## src/rtl/prm_result_scan.sv

```systemverilog
// -----------------------------------------------------------------------------
// prm_result_scan
//
// Sweeps the 128 x 32-bit windowed readout of the edge-check stage after a
// start request and accumulates a summary of the 4096 edge bits:
//   - hit_count     : population count of set bits (0..4096)
//   - any_hit       : at least one set bit seen
//   - first_hit_idx : global index (word*32 + bit) of the lowest set bit
// done pulses for one cycle when the sweep completes. The summary then holds
// until the next accepted start.
//
// For each word, the select outputs are held for SETTLE_CYC cycles so that
// the upstream 4096-to-32 combinational mux can settle. result_imp is then
// sampled for one cycle.
//
// Ports
//   CLK            in   1   clock
//   RST_n          in   1   synchronous active-low reset
//   start          in   1   scan request (pulse or level, accepted in IDLE)
//   result_imp     in  32   selected result word from upstream
//   sel1           out  3   bank select, word index [6:4]
//   sel2           out  8   word-in-bank select, {4'b0, word index [3:0]}
//   busy           out  1   scan in progress
//   done           out  1   one-cycle completion pulse
//   hit_count      out 13   number of set bits
//   any_hit        out  1   any set bit seen
//   first_hit_idx  out 12   index of lowest set bit, 0 when any_hit=0
//
// Optional build macro PRM_SCAN_ABORT_EN adds these ports:
//   abort          in   1   stop the scan from SETTLE/SAMPLE, keep partial sums
//   aborted        out  1   last scan was aborted, cleared on next start
// -----------------------------------------------------------------------------
module prm_result_scan #(
  parameter int unsigned SETTLE_CYC = 2,   // legal range 1..15
  parameter int unsigned NUM_WORDS  = 128  // fixed by the 4096-bit result
) (
  input  logic        CLK,
  input  logic        RST_n,
  input  logic        start,
  input  logic [31:0] result_imp,
  output logic [2:0]  sel1,
  output logic [7:0]  sel2,
  output logic        busy,
  output logic        done,
  output logic [12:0] hit_count,
  output logic        any_hit,
  output logic [11:0] first_hit_idx
`ifdef PRM_SCAN_ABORT_EN
  ,
  input  logic        abort,
  output logic        aborted
`endif
);

  localparam logic [3:0] SETTLE_RELOAD = 4'(SETTLE_CYC - 1);
  localparam logic [6:0] LAST_WORD     = 7'(NUM_WORDS - 1);

  typedef enum logic [1:0] {
    S_IDLE,
    S_SETTLE,
    S_SAMPLE,
    S_FINISH
  } state_t;

  state_t      r_state;
  state_t      w_state_nxt;

  logic [6:0]  r_w;
  logic [3:0]  r_settle;
  logic        r_busy;
  logic        r_done;
  logic [12:0] r_hit_count;
  logic        r_any_hit;
  logic [11:0] r_first_hit_idx;

  logic        w_accept;
  logic        w_abort;
  logic [5:0]  w_pop;
  logic [4:0]  w_low;

`ifdef PRM_SCAN_ABORT_EN
  logic        r_aborted;

  // abort only takes effect while a word is being settled or sampled
  assign w_abort = abort && ((r_state == S_SETTLE) || (r_state == S_SAMPLE));
`else
  assign w_abort = 1'b0;
`endif

  assign w_accept = (r_state == S_IDLE) && start;

  // ---------------------------------------------------------------------------
  // Combinational popcount and lowest-set-bit encoder on the sampled word
  // ---------------------------------------------------------------------------
  always_comb begin
    w_pop = '0;
    for (int unsigned i = 0; i < 32; i++) begin
      w_pop = w_pop + 6'(result_imp[i]);
    end
  end

  // Scan from the top bit downwards so the last match is the lowest set bit.
  always_comb begin
    w_low = '0;
    for (int unsigned i = 32; i > 0; i--) begin
      if (result_imp[i-1]) begin
        w_low = 5'(i - 1);
      end
    end
  end

  // ---------------------------------------------------------------------------
  // FSM
  // ---------------------------------------------------------------------------
  always_ff @(posedge CLK) begin
    if (!RST_n) begin
      r_state <= S_IDLE;
    end else begin
      r_state <= w_state_nxt;
    end
  end

  always_comb begin
    w_state_nxt = r_state;
    unique case (r_state)
      S_IDLE: begin
        if (start) begin
          w_state_nxt = S_SETTLE;
        end
      end
      S_SETTLE: begin
        if (w_abort) begin
          w_state_nxt = S_FINISH;
        end else if (r_settle == '0) begin
          w_state_nxt = S_SAMPLE;
        end
      end
      S_SAMPLE: begin
        if (w_abort || (r_w == LAST_WORD)) begin
          w_state_nxt = S_FINISH;
        end else begin
          w_state_nxt = S_SETTLE;
        end
      end
      S_FINISH: begin
        w_state_nxt = S_IDLE;
      end
      default: begin
        w_state_nxt = S_IDLE;
      end
    endcase
  end

  // ---------------------------------------------------------------------------
  // Datapath: word counter, settle counter, summary registers
  // ---------------------------------------------------------------------------
  always_ff @(posedge CLK) begin
    if (!RST_n) begin
      r_w             <= '0;
      r_settle        <= '0;
      r_busy          <= 1'b0;
      r_done          <= 1'b0;
      r_hit_count     <= '0;
      r_any_hit       <= 1'b0;
      r_first_hit_idx <= '0;
    end else begin
      r_done <= 1'b0;
      unique case (r_state)
        S_IDLE: begin
          if (w_accept) begin
            r_w             <= '0;
            r_settle        <= SETTLE_RELOAD;
            r_busy          <= 1'b1;
            r_hit_count     <= '0;
            r_any_hit       <= 1'b0;
            r_first_hit_idx <= '0;
          end
        end
        S_SETTLE: begin
          if (w_abort) begin
            r_busy <= 1'b0;
          end else if (r_settle != '0) begin
            r_settle <= r_settle - 4'd1;
          end
        end
        S_SAMPLE: begin
          if (w_abort) begin
            r_busy <= 1'b0;
          end else begin
            r_hit_count <= r_hit_count + 13'(w_pop);
            if (!r_any_hit && (result_imp != '0)) begin
              r_any_hit       <= 1'b1;
              r_first_hit_idx <= {r_w, w_low};
            end
            // busy drops as FINISH is entered; done follows one cycle later
            if (r_w == LAST_WORD) begin
              r_busy <= 1'b0;
            end else begin
              r_w      <= r_w + 7'd1;
              r_settle <= SETTLE_RELOAD;
            end
          end
        end
        S_FINISH: begin
          r_done <= 1'b1;
        end
        default: begin
        end
      endcase
    end
  end

`ifdef PRM_SCAN_ABORT_EN
  always_ff @(posedge CLK) begin
    if (!RST_n) begin
      r_aborted <= 1'b0;
    end else if (w_accept) begin
      r_aborted <= 1'b0;
    end else if (w_abort) begin
      r_aborted <= 1'b1;
    end
  end

  assign aborted = r_aborted;
`endif

  // ---------------------------------------------------------------------------
  // Outputs (all driven straight from registers)
  // ---------------------------------------------------------------------------
  assign sel1          = r_w[6:4];
  assign sel2          = {4'b0000, r_w[3:0]};
  assign busy          = r_busy;
  assign done          = r_done;
  assign hit_count     = r_hit_count;
  assign any_hit       = r_any_hit;
  assign first_hit_idx = r_first_hit_idx;

endmodule

```

## config.mk

```make
export PLATFORM = sky130hd
export DESIGN_NAME = prm_result_scan
export DESIGN_NICKNAME = d
export VERILOG_FILES = /design/src/rtl/prm_result_scan.sv
export SDC_FILE = /design/constraint.sdc
export NUM_CORES = 1
export LEC_CHECK = 0
export BUFFER_PORTS_ARGS = -buffer_cell sky130_fd_sc_hd__buf_2
export CORE_ASPECT_RATIO = 0.5
export CORE_MARGIN = 2
export CORE_UTILIZATION = 50
export DETAILED_ROUTE_END_ITERATION = 7
export GPL_TIMING_DRIVEN = 0
export PLACE_DENSITY = 0.82
export RECOVER_POWER = 100
export SYNTH_ARGS = -nofsm -noshare
export SYNTH_HDL_FRONTEND = slang
export SYNTH_SLANG_ARGS = --single-unit
```

## constraint.sdc

```tcl
create_clock -name CLK -period 5.9 [get_ports CLK]
set_input_delay 0.295 -clock CLK [delete_from_list [all_inputs] [get_ports CLK]]
set_output_delay 0.295 -clock CLK [all_outputs]
set_load 0.01 [all_outputs]
```

=== After elaboration in Yosys (flattened, before gate mapping) ===
Index checks and enable logic that the tools add are counted.

* Bits in registers: 41
* Output and inout port bits: 39

* $add $sub $neg: 34
* Equal/unequal tests: 11
* Mux-type cells: 55
* Reductions and logical operators: 15

{| class="wikitable"
|+ Operators with widths
! operator !! count
|-
| 5-bit 2-to-1 mux || 32
|-
| 6-bit by 1-bit adder with 6-bit output || 26
|-
| 32-bit nonzero test || 1
|-
| 13-bit one-hot mux with 2 select lines || 1
|-
| 12-bit 2-to-1 mux || 2
|-
| 12-bit one-hot mux with 2 select lines || 1
|-
| 7-bit 2-to-1 mux || 2
|-
| 2-bit inequality test, second input constant || 7
|-
| 7-bit one-hot mux with 2 select lines || 1
|-
| 13-bit by 6-bit adder with 13-bit output || 1
|-
| 13-bit 2-to-1 mux || 1
|-
| 4-bit 2-to-1 mux || 3
|-
| 4-bit one-hot mux with 3 select lines || 1
|-
| 3-bit AND reduction || 3
|-
| 2-bit one-hot mux with 4 select lines || 1
|-
| 7-bit by 1-bit adder with 7-bit output, second input constant || 1
|-
| 7-bit == test, second input constant || 1
|-
| 5-bit by 1-bit adder with 6-bit output || 1
|-
| 2-bit 2-to-1 mux || 3
|-
| 4-bit by 1-bit adder with 5-bit output || 1
|-
| 1-bit 2-to-1 mux || 5
|-
| 3-bit by 1-bit adder with 4-bit output || 1
|-
| 2-bit == test, second input constant || 2
|-
| 4-bit logical NOT || 1
|-
| 13 further kinds || 16
|}

=== Logic depth before layout (Yosys ltp) ===
* Depth after elaboration: 34
* Gate-level depth with buffers: 17
* Depth with buffers taken out: 17

=== Worst setup path before layout ===
No wires, ideal clock.

* Path kind: in2reg
* Start point: in result_imp[17]
* End point: reg r_hit_count[12], in the netlist hit_count[12]
* Setup time: 72 ps
* Arrival time: 5,037 ps
* Data required time: 5,828 ps
* Setup slack: 791 ps
* Stages on the path: 16
* Path buffers: 0
* Cell sequence: fa_1 > inv_1 > fa_1 > inv_1 > fa_1 > inv_1 > fa_1 > fa_1 > fa_1 > fa_1 > fa_1 > nand2b_1 > a21oi_1 > o21ai_0 > nor3b_1 > mux2i_1

* Word-level cells in the longest chain between the ends: 17

{| class="wikitable"
|+ Ends and longest elaborated chain
! what !! line !! text
|-
| from (decl) || 40 || <nowiki>input logic [31:0] result_imp,</nowiki>
|-
| 6-bit by 1-bit adder with 6-bit output (15 in series) || 98 || <nowiki>w_pop = w_pop + 6'(result_imp[i]);</nowiki>
|-
| 13-bit by 6-bit adder with 13-bit output || 190 || <nowiki>r_hit_count <= r_hit_count + 13'(w_pop);</nowiki>
|-
| 13-bit one-hot mux with 2 select lines || 168 || <nowiki>unique case (r_state)</nowiki>
|-
| to (signal assigned) || 190 ||
|-
| to (decl) || 72 || <nowiki>logic [12:0] r_hit_count;</nowiki>
|}

Every way passes these cells.
A chain may end at the register's enable or synchronous reset.

=== Worst setup path after layout ===
Ends and elaborated chain as after synthesis.

==> impl_metrics.toml <==
[status]
outcome = "completed"

[power_and_ir_drop]
seq_power_share = 0.205
clockPowerShare = 0.212
ir_worst_vdd_uv = 304
p_per_area_mw_per_mm2 = 392
p_comb_frac = 0.583
p_leak_nw = 1.57
switchingPower_mw = 0.624
power.internal_mw = 0.869
p_sw_frac = 0.418

[sta]
period_share = 0.927
relSlewSlack = 0.294
finalClockSkew_ps = 3.97
grt_setup_unrepaired = "false"
period_minus_slack_ps = 5470
hold_ws_ps = 384
setup_viol = 0
final.setup.tns_ps = 0
worst_slack_ps = 430
finalHoldViolCount = 0
slew_viol_final = 0
tightest_slew_ps = 1050
fmaxAchievable_mhz = 183

[detailed_routing]
drt-total-wl_um = 7610
drc = 0
first_pass_iters = 4
num_vias = 2889
vias_per_cell = 5.45
wl_per_cell_um = 14.4
final_antenna_net_count = 0
drtIter0Drc = 242

[global_routing]
grt_pass1_wl_um = 12700
grt_pass1_vias = 2703
grt_max_degree = 13
antenna_found_initial = 0
overflow = 0
grt_use_total = 0.222

[setup_path]
crit_type = "primary input to flop"
cpMostUsedCell = "fa_1"
critical_path.slowest_cell = "fa_1"
start_kind = "primary input"
path_cells = "clkbuf_1 > fa_1 > inv_1 > fa_1 > inv_1 > fa_1 > inv_1 > fa_1 > fa_1 > fa_1 > fa_1 > fa_1 > nand2b_1 > a21oi_1 > o21ai_0 > nor3b_1 > mux2i_1"
reg2reg_from = "hit_count[0]"
cp_max_fo = 5
arrival_ps = 5680
rr_worst_depth = 13
crit_required_ps = 6110
r2r-end = "hit_count[12]"
crit_path_start = "result_imp[17]"
ff2ff_setup_slack_ps = 830
max_stage_delay_ps = 580
worstSetupEndpoint = "hit_count[12]"
endpoint_kind = "flop"

[synthesis]
syn_area_mm2 = 0.00326
ys_types = 57
async_reset_ff_frac = 0
syn_inst = 363
synth-edff-count = 0
avgSynthCellArea_um2 = 8.98
seq_area_frac_synth = 0.252
yosys_most_used_dff = "dfxtp_1"
ys_warn_count = 0
ys_seq_elements = 41

[clocking]
cts_buffer_depth = 2
postCtsSetupRepairBufs = 0
cts_resized = 0
clock_sinks = 41
clkTransAtPathRegs_ps = 60
numCtsBuffers = 5
clock_latency_ps = 280
htreeDepth = 2
cts_hold_buf = 0
tritoncts = "done"
cts_root_buf = "clkbuf_16"

[die]
die_w_um = 118
core_area_mm2 = 0.00618
ioPinCount = 74
fp.dieH_um = 61.1
die-area_mm2 = 0.00722
initial_core_util = 0.528
rows = 20

[layout]
diodes = 0
nets = 521
fin_cells = 530
drive_gt1_frac = 0.124
syn2layout_area_growth_pct = 16.8

[place]
place_inst = 522
portBuffers = 68
pre_cts_ws_ps = 214
gp_congestion = 0.933
dp_hpwl_um = 6040

[run]
drv_cap = 0

[hold_path]
worstHoldPathType = "primary input to flop"
[power groups by stage]
stage                     sequential (mW)  clock [mW]  combinational (mW)
final                               0.306       0.316               0.871
after global routing                0.308       0.332               0.987
after global placement              0.311           0               0.822
after detailed placement            0.312           0               0.843
after CTS                           0.306       0.317               0.882
after floorplan                     0.313           0               0.622
[synthesized netlist by cell type, types with 3 or more instances]
cell type  count  area (um^2)
nand2b_1       8         50.1
o21ai_0       22          110
xor2_1         5         43.8
nor4_1         4         25.0
clkbuf_1       5         18.8
nor2b_1        8         50.1
nor4_4         5          106
nand2_1       33          124
a21oi_1        8         40.0
nor2_1        22         82.6
mux2i_1        4         40.0
nor3b_1        4         30.0
nor3_1         7         35.0
or3_1          4         25.0
buf_4          4         30.0
inv_1         35          131
fa_1          26          521
ha_1          19          238
or4_1          3         22.5
a21boi_0      12         90.1
nand3_1       22          110
dfxtp_1       41          821
and2_1        10         62.6
o31ai_1        4         30.0
o311ai_0       5         43.8
[worst min path at each step]
stage,startpoint,end,cells after the start
final,result_imp[0],first_hit_idx[1],4
after global routing,result_imp[0],first_hit_idx[1],4
after CTS,result_imp[0],first_hit_idx[1],4
after detailed placement,first_hit_idx[3],first_hit_idx[3],2
after global placement,hit_count[12],hit_count[12],2
after floorplan,r_settle[3],r_settle[3],2
[cells in the final DEF, fill, tap and decap left out, types with 4 or more instances in the layout]
cell type	instances
and2_0	7
o21ai_0	22
buf_2	32
conb_1	4
nor2_1	22
fa_1	26
a21oi_1	8
or3_1	4
ha_1	19
inv_1	35
buf_4	4
xor2_1	5
nor4_4	5
nand2_1	33
dfxtp_1	41
o31ai_1	5
nand2b_1	8
nor3_1	7
clkbuf_1	45
mux2i_1	4
clkbuf_16	5
nor3b_1	4
nor4_1	5
nor2b_1	8
a21boi_0	13
nand3_1	22
o311ai_0	5
[final cells by class]
cell class / instances / area [um^2]
clock buffer: 7 / 143
inverter: 35 / 131
sequential: 41 / 821
fill: 557 / 2370
buffer: 12 / 61.3
clock inverter: 1 / 30.0
multi-input combinational: 278 / 2220
tap: 88 / 110
timing repair buffer: 68 / 294
[critical path, delay by kind of cell]
kind / cells / cell delay, ps
simple gates: 2 / 480
fa+ha+maj: 8 / 3870
mux: 1 / 220
compound gates: 2 / 500
buf+inv: 4 / 310
[logic make-up after synthesis]
group / share of synthesized area
xor gates and xnor gates: 0.0161
and+or+nand+nor: 0.254
other: 0.00115
adders and majority gates: 0.233
muxes: 0.0123
AOI/OAI and AO/OA: 0.170
buffers and inverters: 0.0618
DFF: 0.252
[per-layer routing]
layer / track usage / vias to the layer above / wire length [um] / part of all wire
met5: 0 / - / 0 / 0
met4: 0.0534 / 0 / 79 / 0.010
met3: 0.0333 / 7 / 319 / 0.042
met2: 0.396 / 58 / 3660 / 0.48
met1: 0.296 / 1398 / 3550 / 0.47
li1: - / 1426 / - / -
[metrics by stage]
step	total power [mW]	instance area [um^2]	utilization
after global routing	1.63	3810	0.616
after detailed placement	1.15	3720	0.602
after global placement	1.13	3720	0.602
final	1.49	3810	0.616
after CTS	1.50	3890	0.630
after floorplan	0.935	3270	-
[state kept, by name, indices dropped and copies added, names as in the netlist]
name	cells
done	1
first_hit_idx	12
r_settle	4
any_hit	1
busy	1
hit_count	13
r_state	2
r_w	7
Note: power is estimated with default switching activity, not from simulation.
